$ cat src/rtl/cfg_pkg.sv
// Shared definitions for the CLB configuration loader: FSM encodings and
// small elaboration-time helpers used to size counters.
package cfg_pkg;

  // Loader FSM encodings
  localparam logic [2:0] ST_IDLE  = 3'd0;
  localparam logic [2:0] ST_LOAD  = 3'd1;
  localparam logic [2:0] ST_SHIFT = 3'd2;
  localparam logic [2:0] ST_SET   = 3'd3;
  localparam logic [2:0] ST_DONE  = 3'd4;

  // Number of bitstream words consumed by one column chain.
  // A word never spans two columns, so this is a plain ceiling divide.
  function automatic int words_per_col(input int chain_len, input int word_w);
    return (chain_len + word_w - 1) / word_w;
  endfunction

  // Counter width for a value range 0..n-1, never narrower than one bit.
  function automatic int cnt_width(input int n);
    return (n > 1) ? $clog2(n) : 1;
  endfunction

endpackage

$ cat src/rtl/clb_cfg_loader_if.sv
// Bitstream word stream into the configuration loader (valid/ready).
interface clb_cfg_loader_if #(
  parameter int WORD_W = 32
);

  logic [WORD_W-1:0] cfg_data;
  logic              cfg_valid;
  logic              cfg_ready;

  // Word source side
  modport master (
    output cfg_data,
    output cfg_valid,
    input  cfg_ready
  );

  // Loader side
  modport slave (
    input  cfg_data,
    input  cfg_valid,
    output cfg_ready
  );

endinterface

$ cat src/rtl/cfg_word_serializer.sv
// Holds one captured bitstream word and walks it LSB first.
// bit_out is the bit currently presented; last_bit flags the top bit.
module cfg_word_serializer import cfg_pkg::*; #(
  parameter int WORD_W = 32
) (
  input  logic              clk,
  input  logic              rst,
  input  logic              load,
  input  logic              advance,
  input  logic [WORD_W-1:0] word_in,
  output logic              bit_out,
  output logic              last_bit
);

  localparam int IW = cnt_width(WORD_W);
  localparam logic [IW-1:0] IDX_LAST = IW'(WORD_W - 1);

  logic [WORD_W-1:0] word_reg;
  logic [IW-1:0]     bit_idx_reg;

  // Capture a new word (restarting at bit 0) or step to the next bit
  always_ff @(posedge clk) begin
    if (rst) begin
      word_reg    <= '0;
      bit_idx_reg <= '0;
    end else if (load) begin
      word_reg    <= word_in;
      bit_idx_reg <= '0;
    end else if (advance) begin
      bit_idx_reg <= bit_idx_reg + IW'(1);
    end
  end

  // Current bit and end-of-word flag
  always_comb begin
    bit_out  = word_reg[bit_idx_reg];
    last_bit = (bit_idx_reg == IDX_LAST);
  end

endmodule

$ cat src/rtl/clb_cfg_loader.sv
// Configuration front end for clb_grid. Takes bitstream words and shifts
// them column by column into the grid's per-column chains, then commits
// all columns with a single set_in pulse and reports done.
module clb_cfg_loader import cfg_pkg::*; #(
  parameter int MX        = 3,
  parameter int CHAIN_LEN = 5,
  parameter int WORD_W    = 32
) (
  input  logic                   clk,
  input  logic                   rst,
  input  logic                   start,
  clb_cfg_loader_if.slave        cfg,
  output logic [MX-1:0]          cen_in,
  output logic [MX-1:0]          shift_in,
  output logic [MX-1:0]          set_in,
  output logic                   busy,
  output logic                   done
);

  localparam int CW = cnt_width(CHAIN_LEN);
  localparam int XW = cnt_width(MX);
  localparam logic [CW-1:0] CHAIN_LAST = CW'(CHAIN_LEN - 1);
  localparam logic [XW-1:0] COL_LAST   = XW'(MX - 1);

  logic [2:0]    state_reg, state_next;
  logic [CW-1:0] chain_cnt_reg, chain_cnt_next;
  logic [XW-1:0] col_idx_reg, col_idx_next;

  logic ser_load;
  logic ser_advance;
  logic ser_bit;
  logic ser_last;
  logic col_end;
  logic col_last;

  // A word is taken only while waiting in LOAD; bits advance once per SHIFT cycle
  always_comb begin
    ser_load    = (state_reg == ST_LOAD) && cfg.cfg_valid;
    ser_advance = (state_reg == ST_SHIFT);
    col_end     = (chain_cnt_reg == CHAIN_LAST);
    col_last    = (col_idx_reg == COL_LAST);
  end

  cfg_word_serializer #(
    .WORD_W (WORD_W)
  ) u_ser (
    .clk      (clk),
    .rst      (rst),
    .load     (ser_load),
    .advance  (ser_advance),
    .word_in  (cfg.cfg_data),
    .bit_out  (ser_bit),
    .last_bit (ser_last)
  );

  // Next-state logic; column end wins over word end so leftover word bits are dropped
  always_comb begin
    state_next     = state_reg;
    chain_cnt_next = chain_cnt_reg;
    col_idx_next   = col_idx_reg;
    case (state_reg)
      ST_IDLE, ST_DONE: begin
        if (start) begin
          state_next     = ST_LOAD;
          chain_cnt_next = '0;
          col_idx_next   = '0;
        end
      end
      ST_LOAD: begin
        if (cfg.cfg_valid) begin
          state_next = ST_SHIFT;
        end
      end
      ST_SHIFT: begin
        chain_cnt_next = chain_cnt_reg + CW'(1);
        if (col_end) begin
          chain_cnt_next = '0;
          if (col_last) begin
            state_next = ST_SET;
          end else begin
            col_idx_next = col_idx_reg + XW'(1);
            state_next   = ST_LOAD;
          end
        end else if (ser_last) begin
          state_next = ST_LOAD;
        end
      end
      ST_SET: begin
        state_next = ST_DONE;
      end
      default: begin
        state_next = ST_IDLE;
      end
    endcase
  end

  // State and counter registers; reset abandons any load in progress
  always_ff @(posedge clk) begin
    if (rst) begin
      state_reg     <= ST_IDLE;
      chain_cnt_reg <= '0;
      col_idx_reg   <= '0;
    end else begin
      state_reg     <= state_next;
      chain_cnt_reg <= chain_cnt_next;
      col_idx_reg   <= col_idx_next;
    end
  end

  // Output decode straight from state so every output is 0 in IDLE
  always_comb begin
    cfg.cfg_ready = (state_reg == ST_LOAD);
    cen_in        = '0;
    shift_in      = '0;
    set_in        = '0;
    if (state_reg == ST_SHIFT) begin
      cen_in = MX'(1) << col_idx_reg;
      if (ser_bit) begin
        shift_in = MX'(1) << col_idx_reg;
      end
    end
    if (state_reg == ST_SET) begin
      set_in = '1;
    end
    busy = (state_reg == ST_LOAD) || (state_reg == ST_SHIFT) || (state_reg == ST_SET);
    done = (state_reg == ST_DONE);
  end

endmodule
$ cat src/flat_wrapper.sv
// flat-port wrapper written by rule: the top's interface ports become plain ports
module clb_cfg_loader_flat import cfg_pkg::*;
#(
  parameter int MX        = 3,
  parameter int CHAIN_LEN = 5,
  parameter int WORD_W    = 32
)
  (clk, rst, start, cen_in, shift_in, set_in, busy, done, cfg_cfg_data, cfg_cfg_valid, cfg_cfg_ready);
  clb_cfg_loader_if #(.WORD_W(WORD_W)) cfg_i ();
  input  logic clk;
  input  logic rst;
  input  logic start;
  output logic [MX-1:0] cen_in;
  output logic [MX-1:0] shift_in;
  output logic [MX-1:0] set_in;
  output logic busy;
  output logic done;
  input wire logic [$bits(cfg_i.cfg_data)-1:0] cfg_cfg_data;
  input wire logic [$bits(cfg_i.cfg_valid)-1:0] cfg_cfg_valid;
  output wire logic [$bits(cfg_i.cfg_ready)-1:0] cfg_cfg_ready;
  assign cfg_i.cfg_data = cfg_cfg_data;
  assign cfg_i.cfg_valid = cfg_cfg_valid;
  assign cfg_cfg_ready = cfg_i.cfg_ready;
  clb_cfg_loader #(.MX(MX), .CHAIN_LEN(CHAIN_LEN), .WORD_W(WORD_W)) u_core (.clk(clk), .rst(rst), .start(start), .cfg(cfg_i), .cen_in(cen_in), .shift_in(shift_in), .set_in(set_in), .busy(busy), .done(done));
endmodule
$ cat config.mk
export PLATFORM = sky130hd
export DESIGN_NAME = clb_cfg_loader_flat
export DESIGN_NICKNAME = d
export VERILOG_FILES = /design/src/rtl/cfg_pkg.sv /design/src/rtl/clb_cfg_loader_if.sv /design/src/rtl/cfg_word_serializer.sv /design/src/rtl/clb_cfg_loader.sv /design/src/flat_wrapper.sv
export SDC_FILE = /design/constraint.sdc
export NUM_CORES = 1
export LEC_CHECK = 0
export ABC_AREA = 1
export CAP_MARGIN = 20
export CORE_ASPECT_RATIO = 1.2
export CORE_MARGIN = 2
export CORE_UTILIZATION = 45
export DETAILED_ROUTE_END_ITERATION = 7
export PLACE_DENSITY = 0.8
export SYNTH_ARGS = -nofsm -noshare
export SYNTH_HDL_FRONTEND = slang
export SYNTH_SLANG_ARGS = --single-unit
$ cat constraint.sdc
create_clock -name clk -period 1.35 [get_ports clk]
set_input_delay 0.27 -clock clk [delete_from_list [all_inputs] [get_ports clk]]
set_output_delay 0.27 -clock clk [all_outputs]
set_load 0.005 [all_outputs]
==> results.toml, run 1 <==
[run_status]
status = "finished with violations"
violations = "setup timing"

[synthesis]
synth-simple-area-share = 0.264
ys_ff_latch = 45
synthCells = 330
synth_warnings = 0
ys_seq_area_frac = 0.403
yosysUniqueCellTypes = 22
syn_area_um2 = 2230
synth_fa_ha_area_frac = 0.0392
syn_avg_cell_area_um2 = 6.77
synth_mux_area_frac = 0
synth_compound_area_frac = 0.163
synth-xor-area-share = 0.00784
synth_top_family_by_area = "simple AND/OR/NAND/NOR gates"
syn_nets = 373

[clocking]
clock_latency_ns = 0.30
cts.htree.levels = 2
clkSinkCount = 45
cts_tree = "done"
cts_inserted_buffers = 5
hold_buffers = 0
clk_pin_slew_ns = 0.09
cts_root_buf = "clkbuf_8"
clockBufferDepth = 2

[power]
pwr-share-seq = 0.335
p_int_mw = 3.12
p_per_area_nw_per_um2 = 1220
finalPower_mw = 4.95
peakVddDrop_v = 0.000950
p_switching_mw = 1.83
netSwitchingFraction = 0.370
power.leakage_nw = 1.68
combPwrFrac = 0.483
clkPwrFrac = 0.182

[routing]
viasPerCell = 5.66
detail-route-antenna-nets = 0
routed_wirelength_um = 8850
wl_per_cell_um = 17.9
drt_iter0_drc = 292
drc_errors = 0
vias = 2800
first_pass_iters = 7

[worst_setup_path]
arrival_ns = 1.70
worstPathRequired_ns = 1.08
start_kind = "flip-flop"
worst-path-max-fanout = 6
end_kind = "primary output"
critical_path_class = "flip-flop to primary output"

[placed_design]
hpwl_um = 4040
port-buffer-count = 47
gp_congestion = 0.885
placed_cell_area_um2 = 2970

[die]
die_w_um = 68.3
dieArea_um2 = 5550
rows = 28
initial_utilization = 0.459
pin_count = 48
die_h_um = 81.2
core-area_um2 = 4870

[timing]
period_share = 1.46
rsz0062_at_grt = "true"
timing.fmax_mhz = 507
finalCriticalPeriod_ns = 1.97
skew_ns = 0.00806
slew_headroom = 0.784
fin_ws_ns = -0.622
finalHoldViolations = 0
tightest_slew_ns = 0.323
slew_violations = 0
finalSetupViolCount = 54

[global_route]
gr-usage-all-layers = 0.272
grt_pass1_wl_um = 11300
grt-ovfl-total = 0
grt_max_degree = 19
grt_antenna_before_repair = 0
grt_pass1_vias = 2574

[cells_and_area]
layout-drive-gt1-share = 0.460
largest_reg_flops = 32
nets = 477
antenna_cells = 0
design_area_um2 = 4050
area_delta_synth_final_pct = 81.2
utilization = 0.832

[hold_path]
worstHoldPathType = "flip-flop to flip-flop"

[flow_run]
maxCapViolCount = 0
-- metal layers --
layer / up-vias / global-route usage / wire length [µm] / part of all wire
met1: 1317 / 0.294 / 3160 / 0.36
li1: 1247 / - / - / -
met3: 59 / 0.0429 / 568 / 0.064
met4: 0 / 0.142 / 394 / 0.045
met5: - / 0 / 0 / 0
met2: 177 / 0.495 / 4720 / 0.53
-- area by class of cell --
class | count | area [µm²]
clock buffers | 6 | 82.6
clock inverters | 2 | 13.8
fillers | 235 | 820
flip-flops and latches | 45 | 915
repair buffers | 114 | 1180
multi-input cells | 219 | 1580
well taps | 60 | 75.1
inverters | 49 | 204
-- critical path, cell delays in order (launching register included) --
cell	delay (ns)
dfxtp_4	0.39
buf_6	0.14
nand2_1	0.08
nand3_1	0.12
nand3_1	0.09
nand2_1	0.05
nor2_1	0.14
nand2_1	0.10
nand2_2	0.11
nor2_1	0.05
buf_2	0.12
-- cell families (layout without fill, tap and decap cells) --
family	count (synthesis)	after routing
fa+ha+maj	7	7
flops	45	45
compound gates	71	71
xor+xnor	2	2
simple gates	139	139
buf+inv	66	171
-- cells in the mapped netlist --
library cell / number / share of area
dfxtp_1: 45 / 0.40
clkinv_2: 1 / 0.0022
clkbuf_2: 1 / 0.0022
inv_1: 45 / 0.076
ha_1: 7 / 0.039
a22oi_1: 2 / 0.0067
nor2_2: 2 / 0.0056
inv_2: 3 / 0.0050
nand3_1: 22 / 0.049
nor2_4: 2 / 0.010
nand4_1: 2 / 0.0056
o211ai_1: 2 / 0.0067
o21ai_1: 2 / 0.0045
nand2_4: 2 / 0.010
nor2_1: 47 / 0.079
a21oi_1: 30 / 0.067
buf_4: 4 / 0.013
o21ai_0: 35 / 0.078
clkbuf_1: 5 / 0.0084
xor2_1: 2 / 0.0078
buf_2: 7 / 0.016
nand2_1: 62 / 0.10
-- cell usage in the layout, fill, tap and decap left out, types with 3 or more instances in the layout --
master | Yosys | layout
nor2_2 | 2 | 6
inv_2 | 3 | 12
buf_12 | 0 | 5
ha_4 | 0 | 4
nand2_2 | 0 | 7
nand2_1 | 62 | 50
dfxtp_2 | 0 | 5
inv_1 | 45 | 32
buf_4 | 4 | 40
ha_1 | 7 | 3
o21ai_4 | 0 | 10
buf_16 | 0 | 5
o21ai_0 | 35 | 15
clkbuf_8 | 0 | 6
clkdlybuf4s50_1 | 0 | 35
a21oi_1 | 30 | 7
nor2_4 | 2 | 19
nand3_1 | 22 | 21
buf_8 | 0 | 3
a21oi_2 | 0 | 21
inv_4 | 0 | 3
nand2_4 | 2 | 6
buf_6 | 0 | 19
buf_2 | 7 | 7
dfxtp_1 | 45 | 38
o21ai_2 | 0 | 10
nor2_1 | 47 | 26
-- through the flow --
step / setup WS [ns] / setup TNS [ns] / hold slack (ns) / instances
2_1_floorplan: 0.00553 / 0 / 0.405 / 330
3_3_place_gp: -0.552 / -6.47 / 0.442 / 454
3_5_place_dp: -0.570 / -7.39 / 0.447 / 454
4_1_cts: -0.436 / -7.94 / 0.462 / 489
5_1_grt: -0.711 / -16.68 / 0.494 / 495
6_report: -0.622 / -14.70 / 0.463 / 495
-- final timing paths --
path | startpoint | slack (ns) | depth (start not counted) | end
max reg2reg | u_core.u_ser.bit_idx_reg[0] | -0.44 | 11 | u_core.state_reg[0]
min reg2reg | u_core.u_ser.word_reg[22] | 0.46 | 2 | u_core.u_ser.word_reg[22]
min | u_core.u_ser.word_reg[22] | 0.46 | 2 | u_core.u_ser.word_reg[22]
max | u_core.u_ser.bit_idx_reg[0] | -0.62 | 10 | shift_in[2]
-- power groups by stage --
stage,Combinational (mW),Clock [mW],Sequential [mW]
3_5_place_dp,1.26,0,1.65
2_1_floorplan,0.729,0,1.62
3_3_place_gp,1.23,0,1.64
5_1_grt,2.52,0.953,1.67
6_report,2.39,0.902,1.66
4_1_cts,1.97,0.875,1.63
-- timing repair --
item,4_1_cts,5_1_grt
endpoints found under the setup margin,49,56
gates resized for setup,185,65
pin swaps,36,32
setup buffers,22,7
cloned,6,0
Note: power is estimated with default switching activity, not from simulation.
==> run 2: changes to the inputs <==
CORE_MARGIN = 1.5   (was 2)
==> results.toml, run 2 (synthesis gave the netlist of run 1 again) <==
[run_status]
status = "finished with violations"
violations = "setup timing"

[worst_setup_path]
worst-path-max-fanout = 12
critical_path_class = "flip-flop to primary output"
crit_chain = "inv_2 -> nand2_1 -> nand3_1 -> a21oi_2 -> nor2_1 -> nand2_1 -> nand2_2 -> nor2_1 -> buf_2"
r2r_end = "u_core.state_reg[0]"
rr_startpoint = "u_core.u_ser.bit_idx_reg[1]"
r2r_cells = 10
r2r_setup_slack_ns = -0.43
arrival_ns = 1.75
end_kind = "primary output"
worstPathRequired_ns = 1.08
cp_top_family = "simple AND/OR/NAND/NOR gates"
cp.buffers_inverters = 2
crit_cells = 9
start_kind = "flip-flop"
cpPeakStageDelay_ns = 0.40
crit_slowest_cell = "dfxtp_4"

[power]
peakVddDrop_v = 0.000831
p_per_area_nw_per_um2 = 1200
power.leakage_nw = 1.64

[cells_and_area]
final_cells = 491
nets = 475
layout_commonest_cell = "nand2_1"
antenna_cells = 0
design_area_um2 = 3960
register_area_um2 = 918
multi_input_area_um2 = 1550
largest_reg_flops = 32
area_delta_synth_final_pct = 77.2
most-common-layout-cells = "nand2_1, buf_4, dfxtp_1, clkdlybuf4s50_1, inv_1"
layout-drive-gt1-share = 0.450
fillCellCount = 250
utilization = 0.843

[routing]
viasPerCell = 5.40
first_pass_iters = 4
drc_errors = 0
wl_per_cell_um = 16.7
drt_iter0_drc = 191
detail-route-antenna-nets = 0
vias = 2652
routed_wirelength_um = 8190

[flow_run]
maxCapViolCount = 0

[timing]
slew_violations = 0
tns_ns = -11.77
skew_ns = 0.00950
slew_headroom = 0.804
fin_ws_ns = -0.674
whs_ns = 0.463
timing.fmax_mhz = 494
finalSetupViolCount = 52
rsz0062_at_grt = "true"
finalCriticalPeriod_ns = 2.02
finalHoldViolations = 0
tightest_slew_ns = 0.293
period_share = 1.50

[clocking]
clockBufferDepth = 2
clkSinkCount = 45
cts_inserted_buffers = 5
cts_tree = "done"
clock_latency_ns = 0.31
cts_root_buf = "clkbuf_8"
clk_pin_slew_ns = 0.10
cts.htree.levels = 2

[global_route]
gr-usage-all-layers = 0.288
grt_max_degree = 19
grt_antenna_before_repair = 0
grt_pass1_wl_um = 11700
grt_pass1_vias = 2706
grt-ovfl-total = 0

[die]
dieArea_um2 = 5400
die_h_um = 80.2
initial_utilization = 0.476
rows = 27
core-area_um2 = 4700
die_w_um = 67.3
pin_count = 48

[placed_design]
dp.cells = 454
gp_congestion = 0.870
port-buffer-count = 47
hpwl_um = 4120
placed_cell_area_um2 = 2970

[hold_path]
min_from = "u_core.u_ser.word_reg[23]"
worstHoldEndpoint = "u_core.u_ser.word_reg[23]"
worstHoldPathType = "flip-flop to flip-flop"
hold_depth = 2
## run 2: cell type report
class	instances	share of cell area
clock buffers	6	0.0209
multi-input cells	219	0.391
well taps	58	0.0183
repair buffers	112	0.283
flip-flops and latches	45	0.232
inverters	49	0.0515
clock inverters	2	0.00348
## run 2: worst reg2reg max path: cells and delay by family (launching register included)
family | cells | cell delay [ns]
compound gates | 2 | 0.28
simple gates | 3 | 0.31
flops | 1 | 0.41
buf+inv | 3 | 0.31
fa+ha+maj | 2 | 0.37
## run 2: metrics by stage
step	power [mW]	setup WS [ns]
finish	4.75	-0.674
global route	4.95	-0.676
global placement	2.86	-0.530
CTS	4.37	-0.488
floorplan	2.35	0.00553
detailed placement	2.90	-0.576
## run 2: how the worst max path moves through the flow
stage	start	endpoint	slack (ns)
4_1_cts	u_core.u_ser.bit_idx_reg[0]	shift_in[0]	-0.49
6_report	u_core.u_ser.bit_idx_reg[0]	shift_in[1]	-0.67
3_3_place_gp	u_core.u_ser.bit_idx_reg[1]	shift_in[2]	-0.53
2_1_floorplan	u_core.u_ser.bit_idx_reg[0]	shift_in[0]	0.006
3_5_place_dp	u_core.u_ser.bit_idx_reg[1]	shift_in[1]	-0.58
5_1_grt	u_core.u_ser.bit_idx_reg[0]	shift_in[1]	-0.68
## run 2: power breakdown
group	leakage [nW]	internal [mW]	total [mW]	switching (mW)
clock	0.0512	0.416	0.908	0.492
combinational	1.22	1.06	2.20	1.14
sequential	0.371	1.53	1.64	0.114
total	1.64	3.00	4.75	1.75
## run 2: repair_timing
action                                  CTS  global route
buffers inserted                         20             9
endpoints found under the setup margin   52            55
pin swaps                                34            21
cloned                                    5             0
hold buffers                              0             0
gates resized for setup                 181            69
hold endpoints to repair                  0             0
## run 2: per-layer routing
layer / share of wire / GRT usage
met3: 0.060 / 0.0644
met2: 0.53 / 0.531
met1: 0.35 / 0.286
met4: 0.061 / 0.169
met5: 0 / 0
==> run 3: changes to the inputs <==
GPL_ROUTABILITY_DRIVEN = 0   (was not set)
==> results of run 3 <==
Final layout, timing and power as in run 2 (identical DEF).
